## config.mk

```make
export PLATFORM = sky130hd
export DESIGN_NAME = serial_add_ctrl
export DESIGN_NICKNAME = d
export VERILOG_FILES = /design/src/rtl/serial_add_ctrl.sv
export SDC_FILE = /design/constraint.sdc
export NUM_CORES = 1
export LEC_CHECK = 0
export ABC_CLOCK_PERIOD_IN_PS = 2400
export BUFFER_PORTS_ARGS = -buffer_cell sky130_fd_sc_hd__buf_4
export CAP_MARGIN = 20
export CORE_MARGIN = 2
export CORE_UTILIZATION = 54
export DETAILED_ROUTE_END_ITERATION = 10
export PLACE_DENSITY = 0.8
export SKIP_LAST_GASP = 1
export SYNTH_ARGS = -nofsm -noshare
export SYNTH_HDL_FRONTEND = slang
export SYNTH_SLANG_ARGS = --single-unit
```

## constraint.sdc

```tcl
create_clock -name clk -period 2.4 [get_ports clk]
set_clock_uncertainty 0.2 [all_clocks]
set_input_delay 0.36 -clock clk [delete_from_list [all_inputs] [get_ports clk]]
set_output_delay 0.36 -clock clk [all_outputs]
set_load 0.01 [all_outputs]
```

## src/rtl/serial_add_ctrl.sv

```systemverilog
// serial_add_ctrl: bit-serial LSB-first adder sequencer with valid/ready on both sides; define SERIAL_ADD_OVF_EN to add the signed-overflow output ovf
module serial_add_ctrl #(
  parameter int WIDTH = 8
) (
  input  logic             clk,
  input  logic             rst_n,
  input  logic             in_valid,
  output logic             in_ready,
  input  logic [WIDTH-1:0] a,
  input  logic [WIDTH-1:0] b,
  output logic             out_valid,
  input  logic             out_ready,
  output logic [WIDTH-1:0] sum,
  output logic             cout,
`ifdef SERIAL_ADD_OVF_EN
  output logic             ovf,
`endif
  output logic             busy
);
  localparam int CW = $clog2(WIDTH);
  typedef enum logic [1:0] {IDLE, RUN, DONE} state_t;
  state_t state;
  logic [WIDTH-1:0] sa, sb, r;
  logic [CW-1:0] cnt;
  logic c, s, cn;
  assign s = sa[0] ^ sb[0] ^ c;
  assign cn = (sa[0] & sb[0]) | (c & (sa[0] ^ sb[0]));
  assign in_ready = state == IDLE;
  assign busy = state == RUN;
  assign out_valid = state == DONE;
  always_ff @(posedge clk or negedge rst_n) begin
    if (!rst_n) begin
      state <= IDLE;
      sa <= '0;
      sb <= '0;
      r <= '0;
      cnt <= '0;
      c <= 1'b0;
      sum <= '0;
      cout <= 1'b0;
`ifdef SERIAL_ADD_OVF_EN
      ovf <= 1'b0;
`endif
    end else begin
      case (state)
        IDLE: if (in_valid) begin
          sa <= a;
          sb <= b;
          c <= 1'b0;
          cnt <= '0;
          state <= RUN;
        end
        RUN: begin
          r <= {s, r[WIDTH-1:1]};
          sa <= sa >> 1;
          sb <= sb >> 1;
          c <= cn;
          cnt <= cnt + CW'(1);
          if (cnt == CW'(WIDTH - 1)) begin
            sum <= {s, r[WIDTH-1:1]};
            cout <= cn;
`ifdef SERIAL_ADD_OVF_EN
            ovf <= c ^ cn;
`endif
            state <= DONE;
          end
        end
        DONE: if (out_ready) state <= IDLE;
        default: state <= IDLE;
      endcase
    end
  end
endmodule

```

* Yosys cells after proc, flatten, opt, wreduce, memory -nomap -nowiden *
Cells that the tools add are included.

storage, ports and cells
  bits in registers = 39
  input bits = 20
  output and inout bits = 12
  logic and storage cells = 37

cells by class
  add/sub/neg operators = 1
  eq/ne operators = 6
  mux-type cells = 12
  bitwise operators = 5
  reduce and logical (&&, ||, !) cells = 5

operators by type and width
  operator                                             number
  one-hot mux 8 bit (2 select lines)                   2
  2-to-1 mux 8 bit                                     2
  2-to-1 mux 2 bit                                     3
  one-hot mux 2 bit (3 select lines)                   1
  one-hot mux 3 bit (2 select lines)                   1
  != test 2 x 1 -> 1 bit, second input constant        2
  AND reduction 2 bit                                  2
  adder 3 x 1 -> 3 bit, second input constant          1
  equality test 3 bit, second input constant           1
  2-to-1 mux 3 bit                                     1
  AND reduction 3 bit                                  1
  AND 1 bit                                            2
  equality test 2 x 1 -> 1 bit, second input constant  1
  equality test 2 bit, second input constant           1
  zero test 2 bit                                      1
  != test 2 bit, second input constant                 1
  one-hot mux 1 bit (2 select lines)                   1
  nonzero test 2 bit                                   1
  bitwise XOR 1 bit                                    2
  2-to-1 mux 1 bit                                     1
  OR 1 bit                                             1

* Depth between registers and ports, before layout *
  depth after elaboration = 4
  gate-level depth with buffers = 5
  gate-level depth less buffers = 4

* Least setup slack after synthesis *
Ideal clock, no wire load.

  kind = register to register
  start point = register cnt[0]
  end point = register cout
  data arrival time = 1333 ps
  slack = 740 ps
  cell stages (with the launch flop) = 6
  path through = dfrtp_1 > ha_1 > ha_1 > nand3b_1 > buf_2 > mux2_1

between the ends
  longest elaborated chain between the ends = 2

ends and longest elaborated chain
  element                        line  source
  start: declaration             24    logic [CW-1:0] cnt;
  start signal: assignment       58    cnt <= cnt + CW'(1);
  equality test 3 bit            59    if (cnt == CW'(WIDTH - 1)) begin
  AND reduction 2 bit (no line)  n/a
  end signal: assignment         61    cout <= cn;
  end: declaration               14    output logic cout,

Every way passes these cells.
A chain may end at the register's enable or synchronous reset.

* Worst setup path in the final report *
  start point = register state[0]
  end point = output in_ready

between the ends
  longest elaborated chain between the ends = 1

ends and longest elaborated chain
  element                   line  source
  start: declaration        22    state_t state;
  start signal: assignment  33    state <= IDLE;
  start signal: assignment  51    state <= RUN;
  start signal: assignment  65    state <= DONE;
  zero test 2 bit           28    assign in_ready = state == IDLE;
  end: declaration          8     output logic in_ready,

Every way passes these cells.

==> impl_metrics.toml <==
[cells_and_area]
area_growth_pct = 20.1
drive_gt1_share_pct = 32.2
regArea_um2 = 951
final_util_pct = 68.9
n_fill_cell = 238
n_antenna_cell = 0
multiInputGateArea_um2 = 698
fin_nets = 193

[timing]
rsz0062_at_grt = "false"
whs_ns = 0.0801
hold_viol_final = 0
min_period_ns = 2.20
fin_crit_sh_pct = 91.7
layout_setup_ws_ns = 0.199
tns_ns = 0
tightest_slew_ns = 0.489
finalSetupViolCount = 0
maxSlewHeadroom_pct = 67.3
fmax_ghz = 0.454
drv_slew = 0

[global_routing]
grt_use_total_pct = 21.3
grt_start_max_net_pins = 39
grt_first_pass_wirelength_um = 5710
globalRouteOverflowTotal = 0
antenna_found_initial = 0
grt_pass1_vias = 1289

[status]
outcome = "finished clean"

[routing]
wl_per_cell_um = 15.4
drtPass1Iterations = 4
postRouteAntennaNets = 0
vias = 1246
drc = 0
routed_wirelength_um = 3310
drt_iter0_markers = 32
viasPerCell = 5.80

[power]
power.leakage_uw = 0.000980
power_uw = 2650
irDropWorstVdd_uv = 671
power.density_nw_per_um2 = 1250

[cts]
root_buffer = "clkbuf_4"
path_clk_slew_ns = 0.11
cts_buffers = 5
clockBufferDepth = 2
ctsResizeCount = 0
clock_latency_ns = 0.34
tritoncts = "built"
cts_setup_buffers = 0
cts_sinks = 38
htreeDepth = 2

[setup_path]
crit_fanout = 14
start_kind = "flop"
cp.arrival_ns = 1.64
cp.required_ns = 1.84
end_kind = "output pin"
crit_type = "reg2out"

[logic_synthesis]
syn_avg_cell_area_um2 = 13.0
synth.ff_latch_count = 38
synth_fp_nets = 159
netlist_area_um2 = 1770
yosys_warnings = 0
ys_seq_area_share_pct = 53.9
synthCells = 136
yosysUniqueCellTypes = 30

[place]
io_buffers = 31
routabilityCongestion = 0.752
dp_hpwl_um = 2350
dp_slack_ns = 0.520

[floorplan]
start_util_pct = 57.4
core_area_um2 = 3080
die_w_um = 61.2
dieArea_um2 = 3740
rows = 20
ios = 32
die_h_um = 61.2

[flow_run]
drv_cap = 0

[min_path]
hp-class = "in2reg"
[metrics by stage]
stage                     std cells  instance area, um^2
after floorplan                 136                 1770
after global placement          205                 2020
after detailed placement        205                 2020
after CTS                       215                 2120
after global routing            215                 2120
final                           215                 2120
[flip-flops by register name, indices dropped and copies added (netlist names)]
register / cells
c: 1
sb: 8
r: 7
sum: 8
cnt: 3
sa: 8
state: 2
cout: 1
[layout make-up]
class	instances	area share [%]
Multi-Input combinational cell	74	32.9
Clock buffer	5	1.77
Tap cell	44	2.60
Inverter	13	2.30
Timing Repair Buffer	38	13.7
Sequential cell	38	44.8
Clock inverter	3	1.89
[cell usage after synthesis]
cell | n | area share [%]
fa_1 | 1 | 1.1
mux2i_1 | 1 | 0.57
o221a_2 | 3 | 1.9
ha_1 | 2 | 1.4
nor2b_1 | 2 | 0.71
nor4b_1 | 9 | 4.5
inv_1 | 12 | 2.6
clkbuf_1 | 2 | 0.43
a221o_1 | 1 | 0.57
dfrtp_1 | 38 | 54
a211oi_2 | 5 | 3.5
buf_6 | 2 | 1.3
o21ba_2 | 1 | 0.57
buf_4 | 1 | 0.43
o21ai_0 | 1 | 0.28
nand2b_1 | 4 | 1.4
and2_1 | 1 | 0.35
a22o_1 | 3 | 1.5
buf_2 | 6 | 1.7
a21oi_1 | 1 | 0.28
nand3b_1 | 1 | 0.43
a222oi_1 | 2 | 1.1
a32o_1 | 1 | 0.57
o21bai_2 | 1 | 0.64
or4b_1 | 3 | 1.7
nor3b_1 | 10 | 4.3
inv_2 | 1 | 0.21
mux2_1 | 16 | 10
a211oi_1 | 4 | 1.7
nor2_1 | 1 | 0.21
[report_power, final]
group | switching (uW) | total (uW) | internal (uW)
Combinational | 493 | 1070 | 578
Clock | 205 | 421 | 216
Sequential | 203 | 1150 | 950
[worst paths after layout]
| kind | start | end | slack (ns) | cells past startpoint |
|---|---|---|---|---|
| min | a[7] | sa[7] | 0.08 | 2 |
| max reg2reg | cnt[0] | sum[7] | 0.52 | 4 |
| min reg2reg | sum[6] | sum[6] | 0.31 | 1 |
| max | state[0] | in_ready | 0.20 | 3 |
| min in group asynchronous | rst_n | c | 0.31 | 2 |
| max in group asynchronous | rst_n | sa[0] | 1.36 | 2 |
[cell families after synthesis]
family	count (synthesis)	share of synthesized area (%)
simple gates	31	13.5
compound gates	23	12.7
mux	17	10.8
fa+ha+maj	3	2.55
buf+inv	24	6.59
flops	38	53.9
[repair_timing]
action,4_1_cts,5_1_grt
setup endpoints to repair,0,0
hold buffers,2,0
hold endpoints to repair,39,0
[placed cells by master (no fill, tap or decap), types with 4 or more instances in the layout]
cell type | netlist | final
dfrtp_1 | 38 | 38
a211oi_2 | 5 | 5
inv_1 | 12 | 12
buf_4 | 1 | 36
mux2_1 | 16 | 16
nor3b_1 | 10 | 10
a211oi_1 | 4 | 4
clkbuf_4 | 0 | 5
nor4b_1 | 9 | 9
nand2b_1 | 4 | 4
[worst max-delay path, cell delays in order (launching register included)]
cell and delay [ns]:
dfrtp_1 0.54, buf_4 0.24, nor2_1 0.32, buf_4 0.20
[routing by layer]
layer  routed length (um)  global-route usage (%)  vias to the layer above
li1                     -                       -                      571
met1                 1340                    24.3                      628
met2                 1720                    37.2                       40
met3                  171                    4.83                        7
met4                   74                    11.2                        0
met5                    0                       0                        -
Note: power is estimated with default switching activity, not from simulation.
